## config.mk

```make
export PLATFORM = sky130hd
export DESIGN_NAME = mem_stage_flat
export DESIGN_NICKNAME = d
export VERILOG_FILES = /design/src/rtl/mem_stage_if.sv /design/src/rtl/mem_stage.sv /design/src/flat_wrapper.sv
export SDC_FILE = /design/constraint.sdc
export NUM_CORES = 1
export LEC_CHECK = 0
export CAP_MARGIN = 10
export CORE_UTILIZATION = 35
export DETAILED_ROUTE_END_ITERATION = 10
export PLACE_DENSITY = 0.81
export SLEW_MARGIN = 30
export SYNTH_ARGS = -nofsm -noshare
export SYNTH_HDL_FRONTEND = slang
export SYNTH_SLANG_ARGS = --single-unit
```

## constraint.sdc

```tcl
create_clock -name clk -period 2.4 [get_ports clk]
set_clock_uncertainty 0.15 [all_clocks]
set_input_delay 0.24 -clock clk [delete_from_list [all_inputs] [get_ports clk]]
set_output_delay 0.24 -clock clk [all_outputs]
set_load 0.05 [all_outputs]
```

## src/rtl/mem_stage_if.sv

```systemverilog
`timescale 1ns/1ps
// mem_stage_if
// Word-wide data-memory bus between the MEM stage and data memory.
// Uses a req/ready handshake. The memory may insert any number of wait states
// by holding dmem_ready low.
//   dmem_req    master->slave  access request
//   dmem_we     master->slave  1=write, 0=read
//   dmem_addr   master->slave  word-aligned byte address
//   dmem_wdata  master->slave  store data
//   dmem_rdata  slave->master  load data, valid while dmem_ready=1
//   dmem_ready  slave->master  access completes this cycle
interface mem_stage_if;
    logic        dmem_req;
    logic        dmem_we;
    logic [31:0] dmem_addr;
    logic [31:0] dmem_wdata;
    logic [31:0] dmem_rdata;
    logic        dmem_ready;

    modport master (
        output dmem_req, dmem_we, dmem_addr, dmem_wdata,
        input  dmem_rdata, dmem_ready
    );

    modport slave (
        input  dmem_req, dmem_we, dmem_addr, dmem_wdata,
        output dmem_rdata, dmem_ready
    );
endinterface

```

## src/rtl/mem_stage.sv

```systemverilog
`timescale 1ns/1ps
// mem_stage
// MEM stage of the 5-stage pipeline. It takes the EX/MEM register outputs and
// issues data-memory accesses over a req/ready bus. While an access waits on
// memory, it stalls the upstream pipeline. An access still waiting after
// TIMEOUT wait-state cycles is aborted. The stage also holds the MEM/WB
// pipeline register.
// Ports:
//   clk, rst_n              clock (rising edge), async active-low reset
//   MEM_M, WB_M             memory control {MemRead,MemWrite}, WB control {RegWrite,MemtoReg}
//   ALUOut_M, WriteData_M   effective address / ALU result, store data
//   WriteReg_M              destination register
//   dmem                    data-memory bus (master side)
//   StallM                  freezes PC, IF/ID, ID/EX and EX/MEM
//   WB_W, ReadData_W, ALUOut_W, WriteReg_W, BusErr_W   MEM/WB register outputs
//   StallCount              saturating count of StallM cycles
module mem_stage #(
    parameter int TIMEOUT = 16,
    parameter int CNT_W   = 32
) (
    input  logic             clk,
    input  logic             rst_n,
    input  logic [1:0]       MEM_M,
    input  logic [1:0]       WB_M,
    input  logic [31:0]      ALUOut_M,
    input  logic [31:0]      WriteData_M,
    input  logic [4:0]       WriteReg_M,
    mem_stage_if.master      dmem,
    output logic             StallM,
    output logic [1:0]       WB_W,
    output logic [31:0]      ReadData_W,
    output logic [31:0]      ALUOut_W,
    output logic [4:0]       WriteReg_W,
    output logic             BusErr_W,
    output logic [CNT_W-1:0] StallCount
);

    typedef enum logic {IDLE, WAIT} state_t;

    localparam int             WCW        = $clog2(TIMEOUT + 1);
    localparam logic [WCW-1:0] WAIT_LIMIT = WCW'(TIMEOUT);

    state_t         state;
    state_t         state_next;
    logic [WCW-1:0] wait_cnt;

    logic op;
    logic illegal;
    logic req_int;
    logic stall_int;
    logic done;
    logic abort;
    logic squash;

    assign op      = MEM_M[1] | MEM_M[0];
    assign illegal = (MEM_M == 2'b11) || (op && (ALUOut_M[1:0] != 2'b00));

    // The EX/MEM outputs hold while StallM is high, so the request fields stay
    // stable during WAIT without a local copy.
    assign dmem.dmem_we    = MEM_M[0];
    assign dmem.dmem_addr  = ALUOut_M;
    assign dmem.dmem_wdata = WriteData_M;

    // Reset must drop the request and the stall at once, even while the
    // inputs still describe a valid access.
    assign dmem.dmem_req = req_int & rst_n;
    assign StallM        = stall_int & rst_n;

    always_ff @(posedge clk or negedge rst_n) begin
        if (!rst_n) begin
            state <= IDLE;
        end else begin
            state <= state_next;
        end
    end

    always_comb begin
        state_next = state;
        case (state)
            IDLE: begin
                if (op && !illegal && !dmem.dmem_ready) begin
                    state_next = WAIT;
                end
            end
            WAIT: begin
                if (dmem.dmem_ready || (wait_cnt == WAIT_LIMIT)) begin
                    state_next = IDLE;
                end
            end
            default: state_next = IDLE;
        endcase
    end

    always_comb begin
        req_int   = 1'b0;
        stall_int = 1'b0;
        done      = 1'b0;
        abort     = 1'b0;
        case (state)
            IDLE: begin
                req_int = op & ~illegal;
                if (req_int && dmem.dmem_ready) begin
                    done = 1'b1;
                end else if (req_int) begin
                    stall_int = 1'b1;
                end
            end
            WAIT: begin
                req_int = 1'b1;
                if (dmem.dmem_ready) begin
                    done = 1'b1;
                end else if (wait_cnt == WAIT_LIMIT) begin
                    abort = 1'b1;
                end else begin
                    stall_int = 1'b1;
                end
            end
            default: ;
        endcase
    end

    // The wait counter is 1 in the first WAIT cycle. The cycle that entered
    // WAIT from IDLE already counted as one wait state.
    always_ff @(posedge clk or negedge rst_n) begin
        if (!rst_n) begin
            wait_cnt <= '0;
        end else if (state_next == IDLE) begin
            wait_cnt <= '0;
        end else if (state == IDLE) begin
            wait_cnt <= WCW'(1);
        end else begin
            wait_cnt <= wait_cnt + WCW'(1);
        end
    end

    // Illegal ops are only judged in IDLE. In WAIT the inputs are those of an
    // access that was already accepted.
    assign squash = ((state == IDLE) && illegal) || abort;

    always_ff @(posedge clk or negedge rst_n) begin
        if (!rst_n) begin
            WB_W       <= '0;
            ReadData_W <= '0;
            ALUOut_W   <= '0;
            WriteReg_W <= '0;
            BusErr_W   <= 1'b0;
        end else if (stall_int) begin
            WB_W     <= '0;
            BusErr_W <= 1'b0;
        end else begin
            ALUOut_W   <= ALUOut_M;
            WriteReg_W <= WriteReg_M;
            if (squash) begin
                WB_W     <= '0;
                BusErr_W <= 1'b1;
            end else begin
                WB_W     <= WB_M;
                BusErr_W <= 1'b0;
            end
            if (done && MEM_M[1]) begin
                ReadData_W <= dmem.dmem_rdata;
            end
        end
    end

    always_ff @(posedge clk or negedge rst_n) begin
        if (!rst_n) begin
            StallCount <= '0;
        end else if (stall_int && (StallCount != {CNT_W{1'b1}})) begin
            StallCount <= StallCount + CNT_W'(1);
        end
    end

endmodule

```

## src/flat_wrapper.sv

```systemverilog
// flat-port wrapper written by rule: the top's interface ports become plain ports
module mem_stage_flat 
#(
    parameter int TIMEOUT = 16,
    parameter int CNT_W   = 32
)
  (clk, rst_n, MEM_M, WB_M, ALUOut_M, WriteData_M, WriteReg_M, StallM, WB_W, ReadData_W, ALUOut_W, WriteReg_W, BusErr_W, StallCount, dmem_dmem_req, dmem_dmem_we, dmem_dmem_addr, dmem_dmem_wdata, dmem_dmem_rdata, dmem_dmem_ready);
  mem_stage_if dmem_i ();
  input  logic clk;
  input  logic rst_n;
  input  logic [1:0] MEM_M;
  input  logic [1:0] WB_M;
  input  logic [31:0] ALUOut_M;
  input  logic [31:0] WriteData_M;
  input  logic [4:0] WriteReg_M;
  output logic StallM;
  output logic [1:0] WB_W;
  output logic [31:0] ReadData_W;
  output logic [31:0] ALUOut_W;
  output logic [4:0] WriteReg_W;
  output logic BusErr_W;
  output logic [CNT_W-1:0] StallCount;
  output wire logic [$bits(dmem_i.dmem_req)-1:0] dmem_dmem_req;
  output wire logic [$bits(dmem_i.dmem_we)-1:0] dmem_dmem_we;
  output wire logic [$bits(dmem_i.dmem_addr)-1:0] dmem_dmem_addr;
  output wire logic [$bits(dmem_i.dmem_wdata)-1:0] dmem_dmem_wdata;
  input wire logic [$bits(dmem_i.dmem_rdata)-1:0] dmem_dmem_rdata;
  input wire logic [$bits(dmem_i.dmem_ready)-1:0] dmem_dmem_ready;
  assign dmem_dmem_req = dmem_i.dmem_req;
  assign dmem_dmem_we = dmem_i.dmem_we;
  assign dmem_dmem_addr = dmem_i.dmem_addr;
  assign dmem_dmem_wdata = dmem_i.dmem_wdata;
  assign dmem_i.dmem_rdata = dmem_dmem_rdata;
  assign dmem_i.dmem_ready = dmem_dmem_ready;
  mem_stage #(.TIMEOUT(TIMEOUT), .CNT_W(CNT_W)) u_core (.clk(clk), .rst_n(rst_n), .MEM_M(MEM_M), .WB_M(WB_M), .ALUOut_M(ALUOut_M), .WriteData_M(WriteData_M), .WriteReg_M(WriteReg_M), .dmem(dmem_i), .StallM(StallM), .WB_W(WB_W), .ReadData_W(ReadData_W), .ALUOut_W(ALUOut_W), .WriteReg_W(WriteReg_W), .BusErr_W(BusErr_W), .StallCount(StallCount));
endmodule
```

==> flow_metrics.tcl, run 1 <==
set metrics [dict create \
    grt_usage_pct 17.4 \
    clock_sinks 110 \
    synthFlopType "dfrtp_1" \
    async_reset_ff_share_pct 100 \
    antenna_found_initial 0 \
    crit_type "in -> reg" \
    maxSlewViolCount 0 \
    max_freq_ghz 0.426 \
    tritoncts "yes" \
    vias 3964 \
    wl_per_cell_um 15.5 \
    critPathRequiredTime_ns 2.49 \
    setup-violations-final 0 \
    critPathMaxFanout 6 \
    cp-start-kind "input port" \
    finalHoldViolCount 0 \
    pin_count 279 \
    ant_nets 0 \
    setup_ws_ns 0.0500 \
    syn_to_final_growth_pct 49.6 \
    rows 43 \
    nets 754 \
    vias_per_cell 4.79 \
    chipWidth_um 121 \
    drt-pass1-iter-count 4 \
    ys_types 38 \
    critPathMaxStageDelay_ns 0.56 \
    syn_area_um2 4990 \
    route.detailed.drc 0 \
    synth_seq_cells 110 \
    die_area_um2 14700 \
    rsz0062_at_grt "true" \
    cp-end-kind "register" \
    power_density_nw_per_um2 851 \
    start_util_pct 36.0 \
    grt_pass1_wl_mm 19.8 \
    tightest_slew_ns 0.636 \
    seq_area_frac_synth_pct 55.1 \
    clk_latency_ns 0.35 \
    clockBufferDepth 2 \
    dieHeight_um 121 \
    holdCritPathClass "in -> reg" \
    clk_pin_slew_ns 0.07 \
    synth_edf_count 0 \
    wl_mm 12.9 \
    io_buffer_count 214 \
    status "completed" \
    netlist_instances 473 \
    syn_area_per_cell_um2 10.6 \
    fin_crit_sh_pct 97.9 \
    core-area_um2 13900 \
    first_global_vias 3985 \
    antenna_cells 0 \
    dp_hpwl_mm 9.43 \
    grt_max_degree 69 \
    leakage_nw 3.27 \
    worst_path_max_delay_cell "or4_4" \
    global_route.overflow_total 0 \
    dr.first_iter.drc_count 147 \
    multiInputGateArea_um2 1710 \
    cts_made_buffers 9 \
    crit_chain "clkdlybuf4s50_1 > or4_4 > a2bb2oi_4 > buf_6 > a311o_2 > or3_4 > xnor2_2" \
    gp_congestion 0.857 \
    slew_headroom_pct 57.6 \
    min_period_ns 2.35 \
    finalSetupTns_ns 0 \
    dp_slack_ns -0.233 \
    fin_hold_ws_ns 0.282 \
    final.fill_count 1156 \
    cp_data_arrival_time_ns 2.44 \
    vdd_ir_drop_max_uv 550 \
    yosys_warnings 0 \
    ff_latch_area_um2 2770 \
    synthesis.nets 584 \
    cap_violations 0 \
    drive_gt1_share_pct 16.0 \
    htree_levels 3 \
    cts_root_buf "clkbuf_16" \
]
-- cell type report --
class / instances / area share (%)
flip-flops and latches: 110 / 37.1
clock buffers: 10 / 3.20
well taps: 180 / 3.02
multi-input cells: 278 / 23.0
clock inverters: 6 / 1.56
inverters: 4 / 0.235
repair buffers: 240 / 31.9
-- registers in the layout, summed over array words and instances, names as in the netlist --
register,flops
u_core.ALUOut_W,32
u_core.BusErr_W,1
u_core.ReadData_W,32
u_core.StallCount,32
u_core.WB_W,2
u_core.WriteReg_W,5
u_core.state,1
u_core.wait_cnt,5
-- cell usage in the layout (no fill, tap or decap), types with 3 or more instances in the layout --
master	instances
and3_1	8
and4_1	3
buf_12	3
buf_4	23
buf_6	3
bufinv_16	3
clkbuf_16	9
clkdlybuf4s50_1	209
dfrtp_1	94
dfrtp_2	16
inv_1	3
mux2_2	33
nand2_1	129
nand3_1	11
nand4_1	14
nor2_1	13
nor3_1	6
xnor2_1	21
xor2_1	11
-- logic make-up (layout without fill, tap and decap cells) --
| kind of cell | Yosys count | after routing | synth area share (%) |
|---|---|---|---|
| adders and majority gates | 3 | 3 | 0.752 |
| buffers and inverters | 85 | 260 | 11.3 |
| xor gates and xnor gates | 33 | 33 | 5.94 |
| muxes | 33 | 33 | 7.44 |
| DFF | 110 | 110 | 55.1 |
| and+or+nand+nor | 199 | 199 | 17.8 |
| AOI/OAI and AO/OA | 10 | 10 | 1.55 |
-- Yosys cell counts (6+ instances only) --
| cell type | number | area, µm² |
|---|---|---|
| and3_1 | 8 | 50.1 |
| buf_4 | 65 | 488 |
| clkbuf_1 | 13 | 48.8 |
| dfrtp_1 | 110 | 2750 |
| mux2_2 | 33 | 372 |
| nand2_1 | 129 | 484 |
| nand3_1 | 11 | 55.1 |
| nand4_1 | 14 | 87.6 |
| nor2_1 | 13 | 48.8 |
| nor3_1 | 6 | 30.0 |
| xnor2_1 | 21 | 184 |
| xor2_1 | 11 | 96.3 |
-- per-stage QoR --
step	area, µm²	util (%)	cells	total power, mW
2_1_floorplan	5030	-	473	3.90
3_3_place_gp	7050	50.8	807	4.60
3_5_place_dp	7050	50.8	807	4.65
4_1_cts	7460	53.7	827	6.42
5_1_grt	7470	53.8	828	6.60
6_report	7470	53.8	828	6.36
-- path summary, 6_finish.rpt --
kind / start / end / slack, ns / cells after the start
hold / removal: WriteReg_M[2] / u_core.WriteReg_W[2]$_DFFE_PN0P_ / 0.28 / 3
hold reg to reg: u_core.ALUOut_W[27]$_DFFE_PN0P_ / u_core.ALUOut_W[27]$_DFFE_PN0P_ / 0.32 / 2
max in group asynchronous: rst_n / u_core.StallCount[10]$_DFFE_PN0P_ / 1.14 / 3
min in group asynchronous: rst_n / u_core.WriteReg_W[2]$_DFFE_PN0P_ / 0.45 / 3
setup / recovery: dmem_dmem_ready / u_core.StallCount[30]$_DFFE_PN0P_ / 0.05 / 7
setup reg to reg: u_core.StallCount[0]$_DFFE_PN0P_ / u_core.StallCount[30]$_DFFE_PN0P_ / 0.10 / 6
-- metal layers --
| layer | track usage (%) | part of all wire [%] | vias to the layer above |
|---|---|---|---|
| met4 | 7.79 | 2.6 | 0 |
| met5 | 0 | 0 | - |
| met3 | 4.37 | 8.0 | 37 |
| met1 | 20.9 | 40 | 1920 |
| li1 | - | - | 1821 |
| met2 | 29.3 | 50 | 186 |
-- where the power goes --
group          leakage [nW]  internal [mW]  switching (mW)
clock network         0.173           1.06           0.689
registers              1.36           2.13           0.175
logic                  1.74          0.846            1.46
total                  3.27           4.03            2.32
-- repair_timing --
| action | CTS | global route |
|---|---|---|
| hold buffers | 1 | 0 |
| hold endpoints to repair | 42 | 0 |
| resized for setup | 7 | 1 |
| setup buffers | 3 | 1 |
| pin swaps | 3 | 2 |
| endpoints found under the setup margin | 1 | 2 |
-- critical path, delay by kind of cell --
family / cells / cell delay (ns)
simple gates: 2 / 0.91
buf+inv: 2 / 0.59
compound gates: 2 / 0.56
xor+xnor: 1 / 0.13
Note: power is estimated with default switching activity, not from simulation.
==> run 2: changes to the inputs <==
--- a/config.mk
+++ b/config.mk
@@ -8,6 +8,7 @@
 export CAP_MARGIN = 10
 export CORE_UTILIZATION = 35
 export DETAILED_ROUTE_END_ITERATION = 10
+export GPL_TIMING_DRIVEN = 1
 export PLACE_DENSITY = 0.81
 export SLEW_MARGIN = 30
 export SYNTH_ARGS = -nofsm -noshare
==> results of run 2 <==
No change in the layout: final DEF, timing and power equal those of run 1.
==> run 3: changes to the inputs <==
--- a/config.mk
+++ b/config.mk
@@ -7,9 +7,11 @@
 export LEC_CHECK = 0
 export CAP_MARGIN = 10
 export CORE_UTILIZATION = 35
+export CTS_BUF_LIST = sky130_fd_sc_hd__clkbuf_4
 export DETAILED_ROUTE_END_ITERATION = 10
 export GPL_TIMING_DRIVEN = 1
 export PLACE_DENSITY = 0.81
+export REMOVE_ABC_BUFFERS = 1
 export SLEW_MARGIN = 30
 export SYNTH_ARGS = -nofsm -noshare
 export SYNTH_HDL_FRONTEND = slang
==> run 3 against run 2 <==
Setup slack improved by 0.018 ns. Non-clock buffer count rose by 14. Cell count up 1.7%. Utilization down 0.70 points. Global-route usage grew 1.6 points. First-iteration DRC count down 27%. Clock power decreased by 41%. Sequential share of layout area rose by 0.22 points. Register-to-register slack got worse by 0.03 ns. Design area is 1.3% lower. Critical endpoint unchanged. Largest power group is now combinational cells. Highest routed layer is now met5.
==> flow_metrics.tcl, run 3 (synthesis results as in run 1) <==
set metrics [dict create \
    status "completed" \
    cp_data_arrival_time_ns 2.54 \
    start_util_pct 36.0 \
    drive_gt1_share_pct 15.9 \
    dp_hpwl_mm 10.5 \
    power_density_nw_per_um2 772 \
    fin_crit_sh_pct 97.2 \
    clockBufferDepth 2 \
    reg_top3 "u_core.ALUOut_W x32, u_core.ReadData_W x32, u_core.StallCount x32" \
    critPathMaxFanout 5 \
    syn_to_final_growth_pct 47.6 \
    combPwrFrac_pct 42.0 \
    tightest_slew_ns 0.760 \
    swShare_pct 39.4 \
    critPathRequiredTime_ns 2.61 \
    cp-start-kind "register" \
    maxSlewViolCount 0 \
    max_freq_ghz 0.429 \
    vdd_ir_drop_max_uv 709 \
    clock_sinks 110 \
    drt-pass1-iter-count 4 \
    pin_count 279 \
    met1_usage_pct 21.9 \
    cp-end-kind "register" \
    slew_headroom_pct 49.3 \
    vias 4016 \
    p_sw_mw 2.24 \
    htree_levels 3 \
    finish.utilization_pct 53.1 \
    clkPwrFrac_pct 18.2 \
    chipWidth_um 121 \
    grt_pass1_wl_mm 21.2 \
    dieHeight_um 121 \
    layout_commonest_cell "clkdlybuf4s50_1" \
    cell_internal_pwr_mw 3.45 \
    fin_hold_ws_ns 0.133 \
    met3_usage_pct 10.2 \
    cap_violations 0 \
    tritoncts "yes" \
    rows 43 \
    dr.first_iter.drc_count 107 \
    grt_usage_pct 19.0 \
    nets 768 \
    crit_type "reg -> reg" \
    wl_per_cell_um 16.7 \
    rsz0062_at_grt "false" \
    gp_congestion 0.817 \
    leakage_nw 3.27 \
    grt_max_degree 61 \
    die_area_um2 14700 \
    antenna_cells 0 \
    holdCritPathClass "in -> reg" \
    setup-violations-final 0 \
    cts_root_buf "clkbuf_4" \
    wl_mm 14.0 \
    final_cell_mix "clkdlybuf4s50_1 (210), nand2_1 (129), dfrtp_1 (110)" \
    clk_latency_ns 0.47 \
    first_global_vias 4071 \
    finalHoldViolCount 0 \
    cts_made_buffers 9 \
    io_buffer_count 214 \
    vias_per_cell 4.77 \
    core-area_um2 13900 \
    busiest_layer "met2" \
    clk_pin_slew_ns 0.17 \
    power_frac_seq_pct 39.9 \
    antenna_found_initial 0 \
    route.detailed.drc 0 \
    globalRouteMet2Util_pct 29.9 \
    ant_nets 0 \
    final.fill_count 1220 \
    global_route.overflow_total 0 \
    min_period_ns 2.33 \
]
## run 3: power by group through the flow
stage                     registers (mW)  clock network, mW  logic [mW]
after global routing                2.31               1.13        2.49
after global placement              2.29                  0        2.34
after detailed placement            2.31                  0        2.37
after CTS                           2.27               1.07        2.40
final                               2.27               1.03        2.39
after floorplan                     3.28                  0       0.306
## run 3: critical path: stages, from the launching register on
cell	delay, ns
dfrtp_1	0.40
ha_2	0.21
nand4_1	0.12
or4_4	0.45
a311o_2	0.41
or3_4	0.35
xnor2_2	0.13
## run 3: through the flow
step           setup WS (ns)  power (mW)  cells  instance area [µm²]  setup TNS (ns)
3_5_place_dp          -0.233        4.68    818                 7090           -1.66
5_1_grt              0.00595        5.93    842                 7370               0
6_report              0.0676        5.69    842                 7370               0
3_3_place_gp          -0.223        4.63    818                 7090           -1.08
4_1_cts               0.0280        5.75    842                 7360               0
2_1_floorplan          -2.34        3.58    392                 4440         -144.33
## run 3: worst paths after layout
| path | cells past startpoint | slack [ns] | endpoint | startpoint |
|---|---|---|---|---|
| min in group asynchronous | 3 | 0.33 | u_core.ALUOut_W[31]$_DFFE_PN0P_ | rst_n |
| worst max register to register | 6 | 0.07 | u_core.StallCount[30]$_DFFE_PN0P_ | u_core.StallCount[0]$_DFFE_PN0P_ |
| max in group asynchronous | 3 | 1.23 | u_core.ALUOut_W[6]$_DFFE_PN0P_ | rst_n |
| worst max-delay path | 6 | 0.07 | u_core.StallCount[30]$_DFFE_PN0P_ | u_core.StallCount[0]$_DFFE_PN0P_ |
| worst min-delay path | 3 | 0.13 | u_core.WriteReg_W[2]$_DFFE_PN0P_ | WriteReg_M[2] |
| worst min register to register | 2 | 0.35 | u_core.WriteReg_W[0]$_DFFE_PN0P_ | u_core.WriteReg_W[0]$_DFFE_PN0P_ |
## run 3: layout make-up
class	instances	area [µm²]	share of cell area (%)
tap	180	225	3.06
clock inverter	6	86.3	1.17
clock buffer	10	75.1	1.02
sequential	110	2750	37.3
timing repair buffer	254	2480	33.6
inverter	4	17.5	0.238
multi-input combinational	278	1740	23.6
## run 3: timing repair
item                       in CTS  in global routing
setup endpoints to repair       5                  3
resized for setup              10                  2
hold endpoints to repair      110                  0
pin swaps                       5                  1
hold buffers                    1                  0
buffers inserted                8                  0
## run 3: layer usage
metal / vias up / wire length, µm / part of all wire (%)
li1: 1854 / - / -
met1: 1969 / 5580 / 40
met2: 178 / 6580 / 47
met3: 13 / 1660 / 12
met4: 2 / 132 / 0.94
met5: - / 88 / 0.63
==> variant (flow settings as in run 3) <==
`TIMEOUT` is set to 16 in 2 places; all go to 32.
--- a/src/rtl/mem_stage.sv
+++ b/src/rtl/mem_stage.sv
@@ -15,7 +15,7 @@
 //   WB_W, ReadData_W, ALUOut_W, WriteReg_W, BusErr_W   MEM/WB register outputs
 //   StallCount              saturating count of StallM cycles
 module mem_stage #(
-    parameter int TIMEOUT = 16,
+    parameter int TIMEOUT = 32,
     parameter int CNT_W   = 32
 ) (
     input  logic             clk,
--- a/src/flat_wrapper.sv
+++ b/src/flat_wrapper.sv
@@ -1,7 +1,7 @@
 // flat-port wrapper written by rule: the top's interface ports become plain ports
 module mem_stage_flat 
 #(
-    parameter int TIMEOUT = 16,
+    parameter int TIMEOUT = 32,
     parameter int CNT_W   = 32
 )
   (clk, rst_n, MEM_M, WB_M, ALUOut_M, WriteData_M, WriteReg_M, StallM, WB_W, ReadData_W, ALUOut_W, WriteReg_W, BusErr_W, StallCount, dmem_dmem_req, dmem_dmem_we, dmem_dmem_addr, dmem_dmem_wdata, dmem_dmem_rdata, dmem_dmem_ready);
Behaviour: same outputs for any inputs over 4 cycles, from zero or initial values and one cycle with rst_n low; that may be too few to reach the edited logic, so the function may still have changed.
==> variant against run 3 <==
- combinational power fell by 5%
- synthesized area rose by 4.7%
- design area rose by 1.4%
- sequential share of layout area fell by 0.17 points
- core utilization fell by 1.7 points
- largest power group is now registers
- wire length rose by 4.0%
- worst setup slack got worse by 0.037 ns
- die area rose by 4.6%
- count of clock-buffer cells in the layout fell by 1
- critical path depth rose by 2
- power fell by 3.1%
- sequential cell count rose by 1
==> variant: results (changes against run 3) <==
- Top Layer Used: met5
- P_leak: 3.26 nW (-0.16%)
- Share of layout cells above drive strength 1: 0.148 (-0.0111)
- Placed cells: 830 (+1.5%)
- First-pass GRT wire length: 21.2 mm (+0.33%)
- Post-Synth Adder-Cell Area: 0.00718 (-0.000335)
- 1st-iter DRT viols: 185 (+73%)
- CTS resizes: 7 (-3)
- Finished Cell Area: 0.00747 mm^2 (+1.4%)
- Nets: 777 (+1.2%)
- Seq cells post-synth: 111 (+0.91%)
- Post-cts hold buffer count: 2 (+1)
- GRT met2 Usage: 0.288 (-0.0114)
- Seq/Total Area, Yosys: 0.532 (-0.0198)
- GPL Wtd Cong: 0.822 (+0.54%)
- Number of fill cells in the layout: 1288 (+5.6%)
- Seq. cell area: 0.00278 mm^2 (+0.91%)
- Postcts setup bufs: 6 (-2)
- Die X: 124 um (+2.3%)
- Switching power: 2.23 mW (-0.51%)
- Footprint of the multi-input gates: 0.00188 mm^2 (+8.0%)
- Length in cells of the worst reg-to-reg path: 5 (-1)
- Clock share of power: 0.173 (-0.009)
- All-Layer GR Usage: 0.190 (-0.000892)
- Invs w/o clock: 6 (+2)
- Xor/xnor share of the synthesized area: 0.0587 (-0.000730)
- Place WS: -0.177 ns (+0.0558 ns)
- Syn Area/Cell: 10.6 um^2 (about the same)
- Most used DFF post-synth: dfrtp_1
- Top post-synthesis cells by count: nand2_1, dfrtp_1, buf_4
- Post-DP HPWL: 11.2 mm (+6.4%)
- Met3 WL: 1.51 mm (-9.0%)
- Pin count of the biggest net entering global routing: 60 (-1.6%)
- M1 GR Usage: 0.236 (+0.0170)
- Post-synthesis mux area share: 0.0733 (-0.00116)
- Top cells by area, synth: dfrtp_1, buf_4, nand2_1, mux2_2, xnor2_1
- Signal buffers share of area: 0.324 (-0.0115)
- Met1 WL: 6.24 mm (+12%)
- Vias: 4065 (+1.2%)
- Non-clk bufs: 244 (-3.9%)
- WL/cell: 17.1 um (+2.4%)
- Critical Path AT: 1.98 ns (-0.56 ns)
- Placed Area: 0.00723 mm^2 (+1.9%)
- Clock buffers and inverters, area share: 0.0184 (-0.00348)
- Outcome: finished, final reports clean
- Vias in the first global route: 3916 (-3.8%)
- Worst vdd ir: 538 uV (-24%)
- Hold depth: 3 (unchanged)
- Met3 global-route usage: 0.0838 (-0.0187)
- Worst min path class: in2reg
- Relative slew margins: 0.493 (-0.000616)
- Multi-In Gates: 294 (+5.8%)
- Wire length on met2: 6.53 mm (-0.78%)
- Routed wire length: 14.6 mm (+4.0%)
- CP max FO: 2 (-3)
- Clock Buffer Count: 9 (-1)
- Synth Area in Compound Gates: 0.0352 (+0.0197)
- Clk pwr: 0.953 mW (-7%)
==> variant: cell types whose count changed after synthesis, moves of 4 or more <==
cell,change
a21oi_1,+5
xor2_1,-5
xnor2_1,+8
clkbuf_1,-6
a31oi_1,+4
o2111ai_1,+5
buf_2,+6
o21ai_1,+4
nand2_1,-8
==> variant: final timing paths <==
kind | to | startpoint | slack, ns
min in group asynchronous | u_core.StallCount[7] | rst_n | 0.32
min reg2reg | u_core.ALUOut_W[26] | u_core.ALUOut_W[26] | 0.33
max | StallM | u_core.wait_cnt[1] | 0.03
max reg2reg | u_core.StallCount[1] | u_core.StallCount[25] | 0.24
max in group asynchronous | u_core.ReadData_W[9] | rst_n | 1.22
min | u_core.WriteReg_W[2] | WriteReg_M[2] | 0.12
==> variant: worst max-delay path: stages, from the launching register on <==
cell and delay, ns:
dfrtp_1 0.41, inv_1 0.06, ha_2 0.17, nor4b_4 0.22, a21bo_2 0.19, and2_4 0.15, inv_4 0.03, and2_4 0.13
buf_12 0.14
